**config.mk**
```make
export PLATFORM = sky130hd
export DESIGN_NAME = int_ctrl
export DESIGN_NICKNAME = d
export VERILOG_FILES = /design/src/rtl/int_ctrl.sv
export SDC_FILE = /design/constraint.sdc
export NUM_CORES = 1
export LEC_CHECK = 0
export CAP_MARGIN = 20
export CORE_MARGIN = 10
export CORE_UTILIZATION = 34
export CTS_CLUSTER_SIZE = 25
export DETAILED_ROUTE_END_ITERATION = 6
export PLACE_DENSITY = 0.82
export SLEW_MARGIN = 20
export SYNTH_ARGS = -nofsm -noshare
export SYNTH_HDL_FRONTEND = slang
export SYNTH_SLANG_ARGS = --single-unit
```
**constraint.sdc**
```tcl
create_clock -name clk -period 1.17 [get_ports clk]
set_input_delay 0.234 -clock clk [delete_from_list [all_inputs] [get_ports clk]]
set_output_delay 0.234 -clock clk [all_outputs]
set_load 0.05 [all_outputs]
```
**src/rtl/int_ctrl.sv**
```systemverilog
// Interrupt/exception controller: prioritises overflow and masked IRQ lines into one CPU request.
// Optional macro IRQ_SYNC_EN inserts a two-flop synchronizer on every irq line.
module int_ctrl #(
  parameter int          NUM_IRQ = 4,
  parameter logic [31:0] VECTOR  = 32'h80000180
) (
  input  logic               clk,
  input  logic               rst,
  input  logic [NUM_IRQ-1:0] irq,
  input  logic               ovf_exc,
  input  logic               mask_we,
  input  logic [NUM_IRQ-1:0] mask_wdata,
  input  logic               int_ack,
  input  logic               eret,
  output logic               int_req,
  output logic [31:0]        cause_out,
  output logic [31:0]        vector_out,
  output logic               in_service
);

  typedef enum logic [1:0] {IDLE, REQ, SERVICE} state_t;

  localparam logic [4:0] EXC_OVF = 5'd12;
  localparam logic [4:0] EXC_INT = 5'd0;

  state_t             state_q, state_d;
  logic [NUM_IRQ-1:0] mask_q, mask_d;
  logic               ovf_pend_q, ovf_pend_d;
  logic [31:0]        cause_q, cause_d;
  logic               int_req_q, int_req_d;
  logic               in_service_q, in_service_d;
  logic [NUM_IRQ-1:0] irq_s;
  logic [NUM_IRQ-1:0] irq_pend;
  logic [7:0]         ip_bits;
  logic               ovf_any;

`ifdef IRQ_SYNC_EN
  logic [NUM_IRQ-1:0] sync1_q, sync2_q;

  always_ff @(posedge clk) begin
    if (rst) begin
      sync1_q <= '0;
      sync2_q <= '0;
    end else begin
      sync1_q <= irq;
      sync2_q <= sync1_q;
    end
  end

  assign irq_s = sync2_q;
`else
  assign irq_s = irq;
`endif

  always_comb begin
    irq_pend                = irq_s & mask_q;
    ip_bits                 = '0;
    ip_bits[NUM_IRQ-1:0]    = irq_pend;
    ovf_any                 = ovf_pend_q | ovf_exc;

    state_d    = state_q;
    mask_d     = mask_we ? mask_wdata : mask_q;
    ovf_pend_d = ovf_any;
    cause_d    = cause_q;

    case (state_q)
      IDLE: begin
        if (ovf_any || (|irq_pend)) begin
          state_d       = REQ;
          cause_d       = '0;
          cause_d[15:8] = ip_bits;
          cause_d[6:2]  = ovf_any ? EXC_OVF : EXC_INT;
        end
      end
      REQ: begin
        if (int_ack) begin
          state_d = SERVICE;
          // A fresh overflow in the acknowledge cycle must survive the clear.
          if (cause_q[6:2] == EXC_OVF) ovf_pend_d = ovf_exc;
        end
      end
      SERVICE: begin
        if (eret) state_d = IDLE;
      end
      default: state_d = IDLE;
    endcase

    int_req_d    = (state_d == REQ);
    in_service_d = (state_d == SERVICE);
  end

  always_ff @(posedge clk) begin
    if (rst) begin
      state_q      <= IDLE;
      mask_q       <= '0;
      ovf_pend_q   <= 1'b0;
      cause_q      <= '0;
      int_req_q    <= 1'b0;
      in_service_q <= 1'b0;
    end else begin
      state_q      <= state_d;
      mask_q       <= mask_d;
      ovf_pend_q   <= ovf_pend_d;
      cause_q      <= cause_d;
      int_req_q    <= int_req_d;
      in_service_q <= in_service_d;
    end
  end

  assign int_req    = int_req_q;
  assign in_service = in_service_q;
  assign cause_out  = cause_q;
  assign vector_out = VECTOR;

endmodule

```
# Yosys cells after proc, flatten, opt, wreduce, memory -nomap -nowiden
# Cells that the tools add are included.
word_totals:
  rom_bits: 0
  out_inout_bits: 66
  inputBits: 14
  ramBits: 0
  mem_count: 0
  latchBits: 0
  regBits: 18
  word_cells: 25
op_classes:
  eq_ne: 5
  n_reduce_logical: 4
  n_bitwise: 2
  n_mul: 0
  div: 0
  shift: 0
  order_cmp: 0
  n_mux: 8
  n_addsub: 0
ops:
  columns: ["op", "count"]
  rows:
  - ["$mux 2", 3]
  - ["$pmux 2 s3", 1]
  - ["$eq 5x4->1 const B", 1]
  - ["$and 4x4->4", 1]
  - ["$eq 2x1->1 const B", 2]
  - ["$eq 2x2->1 const B", 2]
  - ["$mux 4", 1]
  - ["$reduce_or 4->1", 1]
  - ["$mux 1", 3]
  - ["$logic_not 2->1", 1]
  - ["$reduce_and 2->1", 1]
  - ["$logic_or 1x1->1", 1]
  - ["$or 1x1->1", 1]

# Longest topological paths before layout
# Gate-level depths: netlist (run 1).
depth:
  word_depth: 6
  mapped_depth: 4
  mapped_depth_nobuf: 3

# Worst setup path after synthesis (run 1)
# Ideal clock, no wire load.
synth_path:
  path_type: "reg-to-output"
  from: "register cause_q[5], in the netlist cause_out[5]"
  to: "output cause_out[5]"
  path_buffers: 1
  stages_incl_launch_ff: 2
  arrival_ps: 933
  required_ps: 936
  slack_ps: 3
  path_cell_list: "dfxtp_1 buf_4"
synth_rtl:
  columns: ["element", "line", "text"]
  rows:
  - ["start: declaration", "29", "logic [31:0] cause_q, cause_d;"]
  - ["start signal: assignment", "104", "cause_q <= cause_d;"]
  - ["end: declaration", "16", "output logic [31:0] cause_out,"]
# No word-level cell between the ends.

# Worst setup path after layout (run 1)
layout_path:
  from: "register mask_q[1]"
  to: "register int_req_q, in the netlist int_req"
layout_between:
  elab_chain_len: 6
layout_rtl:
  columns: ["element", "line", "text"]
  rows:
  - ["start: declaration", "27", "logic [NUM_IRQ-1:0] mask_q, mask_d;"]
  - ["start signal: assignment", "102", "mask_q <= mask_d;"]
  - ["$and 4x4->4", "56", "irq_pend = irq_s & mask_q;"]
  - ["$reduce_or 4->1", "68", "if (ovf_any || (|irq_pend)) begin"]
  - ["$logic_or 1x1->1", "68", null]
  - ["$mux 2", "68", null]
  - ["$pmux 2 s3", "66", "case (state_q)"]
  - ["$eq 2x1->1", "88", "int_req_d = (state_d == REQ);"]
  - ["end signal: assignment", "105", "int_req_q <= int_req_d;"]
  - ["end: declaration", "30", "logic int_req_q, int_req_d;"]
# No other way between the ends.
# A chain may end at the register's enable or synchronous reset.

==> run metrics, run 1 <==
CP Launch Type register; Logic pwr share 49.0%; Seq/Total Area, Yosys 26.7%; CTS Buf Count 3; hpwl dp 1.98 mm; Hold Buf Count CTS 0; Final #Nets 160; die height 75.6 um; net switching power figure 824 uW; unrepaired setup endpoints after global routing no; top-count cell post-synth buf_4; total global routing overflow 0; worst setup path category reg -> reg; clock power share 16.6%; chip width 75.6 um; die area 5720 um^2; Synth top area share 42.1%; clock sink count 14; Final Setup Violations 0; Detail Route Antenna Nets 0; Core Area 3000 um^2; Slew Viols, Final 0; Achievable Freq 893 MHz; crit-path leading delay family compound AO/OA/AOI/OAI gates; delay of the slowest cell on the worst path 0.33 ns; worst clock skew 0.00156 ns; Yosys Warn Count 0; mean routed wirelength per cell 13.1 um; Synth area leaders buf_4 42%, dfxtp_1 27%, mux2i_1 3.8%; final worst-path cycle share 95.8%; PD cells 1400 nW/um^2; GRT Overall Usage 7.35%; Post-route DRC 0; CP arrival 1.30 ns; port bufs 21; Synth Register Bits 14; status finished, final reports clean; vias in the first global route 688; layout cells sized above 1 19.4%; Final WS setup 0.0497 ns; mapped cell area 1050 um^2; post-layout min period 1.12 ns; slowest cell on the critical path dfxtp_2; Avg Cell Area, Syn 8.69 um^2; first-pass GRT wire length 3.24 mm; Starting Density 35.0%; Synth async-reset ratio 0%; Cell variety after synth 25; CTS Buffer Depth 2; peak supply drop 0.332 mV; Placer Congestion 0.857; initial antenna violation count 0; number of diodes 0; Main synth FF type dfxtp_1; CTS tree built; I/O Pins 80; EDFF count, synth 0; post-route cell area 1200 um^2; Rows 20; DR iter-0 viols 39; CTS Root Cell clkbuf_4; Switching Share 49.0%; # H-tree levels 1; WHS 0.360 ns; Max Cap Viol 0; Synth Instances 121; CP Cell Sequence a22oi_2 -> nand3_2 -> o31a_1; worst min path class in -> reg; area grow syn2layout 14.2%; Pre-antenna DRT Iters 4; Worst Path Buf+Inv 0; Int Power 858 uW; Pleak 0.591 nW; Post-synth top cells 59 x buf_4, 14 x dfxtp_1, 9 x nor2_1, 4 x mux2i_1; DRT Wirelength 2.31 mm; Worst EP required 1.35 ns; Worst-Skew Late Latency 0.29 ns; largest net degree at the start of global routing 13; Reg clk slew, reported paths 0.08 ns; Vias/cell 3.93; Fin. Hold Viols 0; Crit. End Element register; placement-stage cell area 1160 um^2; Filler cells 310; maximum fanout along the worst path 5; Vias 695; leading area contributor after synthesis buf_4; sequential share of power 34.4%; pre-CTS WS -0.252 ns
[stage by stage]
step | util, % | TNS [ns] | total power, mW | instances
finish | 40.0 | 0 | 1.68 | 177
global route | 40.0 | 0 | 1.74 | 177
CTS | 39.5 | 0 | 1.67 | 176
detailed placement | 38.7 | -1.68 | 1.40 | 173
global placement | 38.7 | -1.45 | 1.39 | 173
floorplan | - | 0 | 1.34 | 177
[path summary, 6_finish.rpt]
check,startpoint,endpoint,slack [ns],cells past startpoint
worst min-delay path,irq[2],cause_out[8]$_SDFFE_PP0P_,0.36,4
worst min register to register,ovf_pend_q$_SDFF_PP0_,ovf_pend_q$_SDFF_PP0_,0.51,2
worst max register to register,mask_q[1]$_SDFFE_PP0P_,int_req$_SDFF_PP0_,0.05,3
worst max-delay path,mask_q[1]$_SDFFE_PP0P_,int_req$_SDFF_PP0_,0.05,3
[layout by cell type (no fill, tap or decap), types with 2 or more instances in the layout]
| cell | n |
|---|---|
| a211o_2 | 3 |
| o21ai_0 | 3 |
| dfxtp_2 | 3 |
| dfxtp_1 | 11 |
| o31a_1 | 2 |
| o22ai_1 | 3 |
| buf_4 | 5 |
| a21oi_1 | 3 |
| buf_12 | 8 |
| nor2_1 | 9 |
| nand2_1 | 2 |
| clkbuf_4 | 3 |
| dlymetal6s2s_1 | 2 |
| nand3b_1 | 3 |
| mux2i_1 | 4 |
| conb_1 | 58 |
| clkdlybuf4s50_1 | 11 |
[layer usage]
metal	wire (um)	vias up	track usage, %
li1	-	334	-
met1	863	303	7.96
met2	1120	55	11.9
met3	296	3	2.60
met4	27	0	4.74
met5	0	-	0
[flip-flops by register name, summed over array words and instances (netlist names)]
register	cells
cause_out	5
in_service	1
int_req	1
mask_q	4
state_q	2
ovf_pend_q	1
[timing repair]
item / CTS / global route
setup buffers: 0 / 1
gates cloned: 0 / 0
pin swaps: 0 / 3
resized for setup: 1 / 4
endpoints found under the setup margin: 2 / 5
[logic make-up after synthesis]
kind of cell | after synthesis | synth area share, %
AO/OA/AOI/OAI | 19 | 13.9
buffers and inverters | 62 | 43.9
flip-flops | 14 | 26.7
multiplexers | 4 | 3.81
other | 2 | 0.715
AND/OR/NAND/NOR | 20 | 11.0
[final cells by class]
class                   count  area, um^2  share of cell area (%)
multi-input cells         101         519                    43.3
clock buffers               3        22.5                    1.88
repair buffers             26         333                    27.7
well taps                  33        41.3                    3.44
flip-flops and latches     14         284                    23.7
[worst reg2reg max path: stages (launching register included)]
cell and delay [ns]:
dfxtp_2 0.33, a22oi_2 0.21, nand3_2 0.16, o31a_1 0.31
[power groups by stage]
stage          Sequential, mW  Combinational, mW  Clock, mW
2_1_floorplan           0.639              0.704          0
3_3_place_gp            0.587              0.807          0
3_5_place_dp            0.588              0.811          0
4_1_cts                 0.579              0.813      0.276
5_1_grt                 0.586              0.860      0.293
6_report                0.579              0.824      0.280
(Power assumes the default switching activity.)
==> run 2, diff against run 1 <==
--- a/config.mk
+++ b/config.mk
@@ -6,12 +6,14 @@
 export NUM_CORES = 1
 export LEC_CHECK = 0
 export CAP_MARGIN = 20
+export CELL_PAD_IN_SITES_DETAIL_PLACEMENT = 0
+export CELL_PAD_IN_SITES_GLOBAL_PLACEMENT = 1
+export CORE_ASPECT_RATIO = 1.5
 export CORE_MARGIN = 10
-export CORE_UTILIZATION = 34
+export CORE_UTILIZATION = 23
 export CTS_CLUSTER_SIZE = 25
 export DETAILED_ROUTE_END_ITERATION = 6
 export PLACE_DENSITY = 0.82
-export SLEW_MARGIN = 20
 export SYNTH_ARGS = -nofsm -noshare
 export SYNTH_HDL_FRONTEND = slang
 export SYNTH_SLANG_ARGS = --single-unit
==> run metrics, run 2 (synthesized netlist as in run 1, its figures left out) <==
status finished, final reports clean; CP Cell Sequence buf_12; layout cells sized above 1 19.3% (-0.13 points); Worst EP required 0.94 ns (-0.41 ns); vias in the first global route 756 (+9.9%); final worst-path cycle share 96.1% (+0.36 points); Final #Nets 161 (+0.63%); port bufs 21 (unchanged); Vias/cell 3.70 (-5.7%); CP arrival 0.89 ns (-0.41 ns); largest net degree at the start of global routing 11 (-2); Detail Route Antenna Nets 0 (unchanged); Core Area 4470 um^2 (+49%); CP Launch Type register; Design Power 1.80 mW (+7.2%); PD cells 1450 nW/um^2 (+3.5%); CTS Buf Count 3 (unchanged); initial antenna violation count 0 (unchanged); CTS Buffer Depth 2 (unchanged); DRT Wirelength 2.49 mm (+7.8%); mean routed wirelength per cell 12.9 um (-1.1%); Crit. path cell count 1 (-2); clock sink count 14 (unchanged); Post-route DRC 0 (unchanged); Int Power 968 uW (+13%); WHS 0.410 ns (+0.0503 ns); clock power share 22.0% (+5.4 points); Achievable Freq 889 MHz (-0.37%); Final WS setup 0.0455 ns (-0.00418 ns); Max Cap Viol 0 (unchanged); Reg2Reg Depth 3 (unchanged); number of diodes 0 (unchanged); Slew Viols, Final 0 (unchanged); Worst Path Buf+Inv 1 (+1); Starting Density 23.5% (-11 points); pre-CTS WS -0.295 ns (-0.0431 ns); CTS Root Cell clkbuf_8; # H-tree levels 1 (unchanged); hpwl dp 2.14 mm (+8.2%); Largest register FFs 5 (unchanged); Rows 30 (+50%); CTS tree built; post-layout min period 1.12 ns (+0.00418 ns); Placer Congestion 0.754 (-12%); maximum fanout along the worst path 4 (-1); delay of the slowest cell on the worst path 0.47 ns (+0.14 ns); worst min path class in -> reg; Hold Crit Depth 4 (unchanged); net switching power figure 835 uW (+1.3%); sequential share of power 32.1% (-2.3 points); GRT Overall Usage 5.44% (-1.9 points); Final Setup Violations 0 (unchanged); Logic pwr share 45.9% (-3.1 points); die height 103 um (+36%); commonest cells after routing, fill and taps aside 58 x conb_1, 12 x dfxtp_1, 11 x clkdlybuf4s50_1; slowest cell on the critical path dfxtp_1; Worst-Skew Late Latency 0.25 ns (-0.04 ns); Fin. Hold Viols 0 (unchanged); chip width 75.2 um (-0.54%); worst clock skew 0.00105 ns (-0.000508 ns); total global routing overflow 0 (unchanged); die area 7730 um^2 (+35%); Filler cells 479 (+55%); Pre-antenna DRT Iters 3 (-1); I/O Pins 80 (unchanged); Hold Crit Start irq[2]; Vias 715 (+2.9%); CP startpoint cause_out[5]$_SDFFE_PP0P_; r2r startpoint mask_q[1]$_SDFFE_PP0P_; peak supply drop 0.320 mV (-3.7%); most common cell after layout, fill and taps aside conb_1; Pleak 0.596 nW (+0.93%); Reg clk slew, reported paths 0.05 ns (-0.03 ns); Crit. End Element output port; area grow syn2layout 18.2%; unrepaired setup endpoints after global routing yes; crit-path leading delay family flip-flops; first-pass GRT wire length 3.24 mm (unchanged); Switching Share 46.3% (-2.7 points); worst setup path category reg -> out; DR iter-0 viols 52 (+33%)
-- run 2: metal layers --
layer  GRT usage, %  vias up  routed length, um
met3           2.22        5                343
met2           9.87       59               1210
met4           3.16        0                 46
met1           4.87      314                890
li1               -      337                  -
met5              0        -                  0
-- run 2: metrics by stage --
step           cells  area, um^2  util, %  setup TNS (ns)
3_5_place_dp     189        1190     26.6           -2.20
6_report         193        1240     27.8               0
5_1_grt          193        1240     27.8         -0.0102
4_1_cts          192        1230     27.5               0
2_1_floorplan    177        1260        -               0
3_3_place_gp     189        1190     26.6           -1.88
-- run 2: final cells by class --
class / count / area [um^2] / area share (%)
Multi-Input combinational cell: 101 / 522 / 42.0
Timing Repair Buffer: 27 / 337 / 27.1
Sequential cell: 14 / 283 / 22.8
Tap cell: 48 / 60.1 / 4.83
Clock buffer: 3 / 41.3 / 3.32
-- run 2: power groups by stage --
| stage | Sequential [mW] | Clock, mW | Combinational [mW] |
|---|---|---|---|
| floorplan | 0.639 | 0 | 0.704 |
| global placement | 0.586 | 0 | 0.813 |
| detailed placement | 0.588 | 0 | 0.817 |
| CTS | 0.578 | 0.404 | 0.817 |
| global route | 0.585 | 0.440 | 0.862 |
| finish | 0.579 | 0.397 | 0.828 |
-- run 2: worst paths after layout --
| check | to | slack (ns) |
|---|---|---|
| worst max-delay path | cause_out[4] | 0.05 |
| worst min-delay path | cause_out[8]$_SDFFE_PP0P_ | 0.41 |
| worst max register to register | state_q[0]$_SDFF_PP0_ | 0.05 |
| worst min register to register | mask_q[3]$_SDFFE_PP0P_ | 0.52 |
-- run 2: what timing repair did --
action                                  in CTS  in global routing
hold buffers                                 0                  0
gates resized for setup                      1                  4
setup buffers                                0                  1
pin swaps                                    2                  3
endpoints found under the setup margin       4                  6
==> run 3, diff against run 2 <==
--- a/config.mk
+++ b/config.mk
@@ -9,11 +9,11 @@
 export CELL_PAD_IN_SITES_DETAIL_PLACEMENT = 0
 export CELL_PAD_IN_SITES_GLOBAL_PLACEMENT = 1
 export CORE_ASPECT_RATIO = 1.5
-export CORE_MARGIN = 10
-export CORE_UTILIZATION = 23
+export CORE_MARGIN = 4
+export CORE_UTILIZATION = 24
 export CTS_CLUSTER_SIZE = 25
 export DETAILED_ROUTE_END_ITERATION = 6
-export PLACE_DENSITY = 0.82
+export PLACE_DENSITY = 0.85
 export SYNTH_ARGS = -nofsm -noshare
 export SYNTH_HDL_FRONTEND = slang
 export SYNTH_SLANG_ARGS = --single-unit
==> constraint.sdc (replaced) <==
create_clock -name clk -period 1.4 [get_ports clk]
set_input_delay 0.28 -clock clk [delete_from_list [all_inputs] [get_ports clk]]
set_output_delay 0.28 -clock clk [all_outputs]
set_load 0.05 [all_outputs]
==> run metrics, run 3 (synthesized netlist as in run 1, its figures left out) <==
status finished, final reports clean; CTS Buffer Depth 2 (unchanged); most common cell after layout, fill and taps aside conb_1; CTS Root Cell clkbuf_8; CP startpoint irq[1]; setup bufs post-CTS 0 (unchanged); chip width 62.0 um (-18%); Pleak 0.574 nW (-3.7%); Rows 29 (-3.3%); total global routing overflow 0 (unchanged); Detail Route Antenna Nets 0 (unchanged); Vias/cell 3.74 (+0.97%); worst min path class reg -> reg; Filler cells 450 (-6.1%); unrepaired setup endpoints after global routing no; maximum fanout along the worst path 4 (unchanged); initial antenna violation count 0 (unchanged); Worst-Skew Late Latency 0.24 ns (about the same); die area 5520 um^2 (-29%); GRT Overall Usage 6.11% (+0.67 points); CP Launch Type input port; Final #Nets 159 (-1.2%); first-pass GRT wire length 2.52 mm (-22%); TNS Setup 0 ns (unchanged); Hold Buf Count CTS 0 (unchanged); Starting Density 24.8% (+1.2 points); die height 89.1 um (-13%); vias in the first global route 586 (-22%); largest net degree at the start of global routing 13 (+2); # H-tree levels 1 (unchanged); Achievable Freq 832 MHz; Int Power 805 uW (-17%); final worst-path cycle share 85.9%; clock sink count 14 (unchanged); Hold Crit Start ovf_pend_q$_SDFF_PP0_; Max Used Layer met4; Reg clk slew, reported paths 0.05 ns (about the same); area grow syn2layout 16.0%; placement-stage cell area 1180 um^2 (-0.84%); Placer Congestion 0.716 (-5.1%); port bufs 21 (unchanged); net switching power figure 679 uW (-19%); post-route cell area 1220 um^2 (-1.9%); Core Area 4250 um^2 (-5.0%); metal3 WL 375 um (+9.3%); Final Setup Violations 0 (unchanged); met2 wire len 863 um (-29%); post-layout min period 1.20 ns; CP arrival 1.33 ns (+0.44 ns); r2r startpoint state_q[1]$_SDFF_PP0_; peak supply drop 0.657 mV (+110%); Switching Share 45.8% (-0.54 points); PD cells 1220 nW/um^2 (-16%); worst setup path category in -> reg; Logic pwr share 45.8% (about the same); DR iter-0 viols 16 (-69%); Fin. Hold Viols 0 (unchanged); I/O Pins 80 (unchanged); sequential share of power 32.6% (+0.5 points); Worst EP required 1.53 ns (+0.59 ns); cts repair resizes 0 (-1); Pre-antenna DRT Iters 3 (unchanged); Crit. End Element register; hpwl dp 1.56 mm (-27%); commonest cells after routing, fill and taps aside 58 x conb_1, 14 x dfxtp_1, 13 x clkdlybuf4s50_1; worst clock skew 0.00195 ns (+0.000896 ns); CTS Buf Count 3 (unchanged); clock power share 21.7% (-0.3 points); DRT Wirelength 1.87 mm (-25%); number of diodes 0 (unchanged); Slew Viols, Final 0 (unchanged); Post-route DRC 0 (unchanged); WHS 0.527 ns (+0.117 ns); WL met1 614 um (-31%); layout cells sized above 1 16.8% (-2.5 points); Largest register FFs 5 (unchanged); CTS tree built; Vias 707 (-1.1%); mean routed wirelength per cell 9.89 um (-23%); Max Cap Viol 0 (unchanged)
==> run 3: cell count changes in the layout (fill, tap and decap cells not counted), sizes merged <==
cell / change
buf: -2
clkdlybuf4s50: +2
dlygate4sd2: -1
dlymetal6s2s: -1
==> run 3: critical path: stages <==
cell and delay [ns]:
clkdlybuf4s50_1 0.44, a22oi_2 0.23, nand3_2 0.13, o31a_1 0.25
==> run 3: worst paths after layout <==
check	end	slack [ns]	depth (start not counted)
setup / recovery	int_req$_SDFF_PP0_	0.20	4
hold / removal	ovf_pend_q$_SDFF_PP0_	0.53	2
setup reg to reg	in_service$_SDFF_PP0_	0.33	3
hold reg to reg	ovf_pend_q$_SDFF_PP0_	0.53	2
==> run 3: power by group through the flow <==
stage / logic [mW] / registers (mW) / clock network [mW]
after floorplan: 0.588 / 0.534 / 0
after global placement: 0.675 / 0.491 / 0
after detailed placement: 0.677 / 0.492 / 0
after CTS: 0.679 / 0.484 / 0.337
after global routing: 0.709 / 0.490 / 0.348
final: 0.679 / 0.483 / 0.321
==> run 3: final cells by class <==
cell class	instances	area (um^2)	share of cell area, %
tap	46	57.6	4.72
sequential	14	280	23.0
multi-input combinational	101	519	42.6
clock buffer	3	41.3	3.39
timing repair buffer	25	320	26.3
==> run 3: per-layer routing <==
layer / track usage [%] / up-vias
li1: - / 332
met1: 6.25 / 314
met2: 10.3 / 59
met3: 2.75 / 2
met4: 2.90 / 0
met5: 0 / -
==> run 3: through the flow <==
| step | total power, mW | setup slack (ns) | cells | util (%) |
|---|---|---|---|---|
| floorplan | 1.12 | 0.187 | 177 | - |
| global placement | 1.17 | -0.0297 | 186 | 27.7 |
| detailed placement | 1.17 | -0.0606 | 186 | 27.7 |
| CTS | 1.50 | 0.195 | 189 | 28.7 |
| global route | 1.55 | 0.149 | 189 | 28.7 |
| finish | 1.48 | 0.197 | 189 | 28.7 |
==> variant, RTL diff (flow settings as in run 1) <==
Change the parameter `NUM_IRQ` from 4 to 8.
--- a/src/rtl/int_ctrl.sv
+++ b/src/rtl/int_ctrl.sv
@@ -3,3 +3,3 @@
 module int_ctrl #(
-  parameter int          NUM_IRQ = 4,
+  parameter int          NUM_IRQ = 8,
   parameter logic [31:0] VECTOR  = 32'h80000180
Ports: changed (resized irq and mask_wdata); port bits go from 80 to 88. The function was not compared with the original's and may differ.
==> variant against run 1 <==
The flow now finishes with violations (negative setup slack). Clock power rose to 2.6 times the old value. Worst setup slack worse by 0.078 ns. Critical path depth up 1. Synthesized area up 41%. Sequential cell count up 8. Combinational power up 13%. Power up 49%. Routed wire length up 59%. Design area up 64%. Largest cell class unchanged.
==> variant: results (changes against run 1) <==
Parameter                              Value

Run status
  Status ... finished with violations (was complete, no violations)
  Failing checks ... negative setup slack

Place
  Dpl cell area ... 1861 um^2 (was 1161 um^2)
  Pre-CTS setup slack ... -0.3766 ns (was -0.2521 ns)
  Number of buffer cells added on primary ports ... 33 (was 21)
  Detail Placement HPWL ... 3.061 mm (was 1.978 mm)
  Placed insts ... 255 (was 173)

CTS
  Insertion delay to the later sink of the worst-skew pair ... 0.26 ns (was 0.29 ns)

Synth
  Commonest cells in the netlist ... buf_4, dfxtp_1, nor2_1 (unchanged)
  Average size of a mapped cell ... 8.811 um^2 (was 8.686 um^2)
  Sequential cell area fraction in the yosys report ... 29.75% (was 26.67%)
  Post-synth cell types ... 30 (was 25)
  Cell types with the largest area share after synthesis ... dfxtp_1, buf_4, mux2i_1 (was buf_4, dfxtp_1, mux2i_1)

Layout
  Number of flip-flops under the largest register name ... 9 (was 5)
  Fraction of layout instances using a drive strength above 1 ... 20.28% (was 19.44%)

Power and ir drop
  Combinational cell power ... 0.931 mW (was 0.824 mW)
  Worst VDD drop ... 0.6984 mV (was 0.3319 mV)
  Flop pwr share ... 34.2% (was 34.4%)
  Power Density ... 1275 nW/um^2 (was 1403 nW/um^2)
  Leakage power of the design ... 0.8861 nW (was 0.5908 nW)

Timing
  Post-route setup slack ... -0.02816 ns (was 0.04970 ns)
  Maximum clock skew at final layout ... 0.005616 ns (was 0.001561 ns)
  Number of setup violations in the final report ... 9 (was 0)
  Setup TNS after final layout ... -0.1447 ns (was 0 ns)

Global routing
  All-layer global routing usage ... 9.192% (was 7.345%)
  Global-route wire length before repair ... 5.740 mm (was 3.243 mm)
  Via count of the first global-routing pass ... 1208 (was 688)
  Antenna violations before repair ... 0 (unchanged)

Route
  Vias after detailed routing ... 1141 (was 695)
  Iteration-0 DRC Markers ... 58 (was 39)

Setup path
  Signal arrival time at the worst endpoint ... 1.41 ns (was 1.30 ns)
  Critical-path maximum fanout ... 7 (was 5)
variant: cell count changes in the layout (fill, tap and decap cells not counted), moves of 4 or more:
cell             delta
clkdlybuf4s50_1     +6
nand4bb_1           +7
buf_4              +11
dlygate4sd2_1       +4
a31o_1              +8
dfxtp_1             +6
conb_1              -4
a21oi_1             +7
nor2b_1             +8
buf_12              +6
nor2_1              +4
o21ai_1             +6
mux2i_1             +4
variant: cells by family (layout without fill, tap and decap cells):
logic type | after synthesis | count (layout) | share of synthesized area (%)
buffers and inverters | 67 | 59 | 33.05
AND/OR/NAND/NOR | 35 | 35 | 15.39
AO/OA/AOI/OAI | 34 | 34 | 15.89
flip-flops | 22 | 22 | 29.75
multiplexers | 8 | 8 | 5.410
other | 2 | 54 | 0.5074
variant: per-layer routing:
layer	vias to the layer above	global-route usage [%]	wire (um)
met1	534	8.581	1269
met2	44	17.17	1989
met5	-	0	0
met4	0	2.246	28
met3	4	4.730	387
li1	559	-	-
variant: final cells by class:
type	count	area [um^2]	share of cell area, %
timing repair buffer	53	628.1	32.02
sequential	22	446.7	22.77
multi-input combinational	131	745.7	38.01
clock buffer	3	41.29	2.105
clock inverter	1	30.03	1.531
tap	50	62.56	3.189
inverter	2	7.507	0.3827
variant: repair_timing:
item / CTS / global route
gates resized for setup: 10 / 2
buffers inserted: 1 / 1
setup endpoints to repair: 11 / 11
pin swaps: 8 / 7
cloned: 1 / 0
variant: final timing paths:
check	startpoint	to	slack, ns	depth (start not counted)
max	mask_q[0]	cause_out[5]	-0.03	4
min	mask_q[5]	mask_q[5]	0.51	2
max reg2reg	mask_q[0]	cause_out[5]	-0.03	4
min reg2reg	mask_q[5]	mask_q[5]	0.51	2
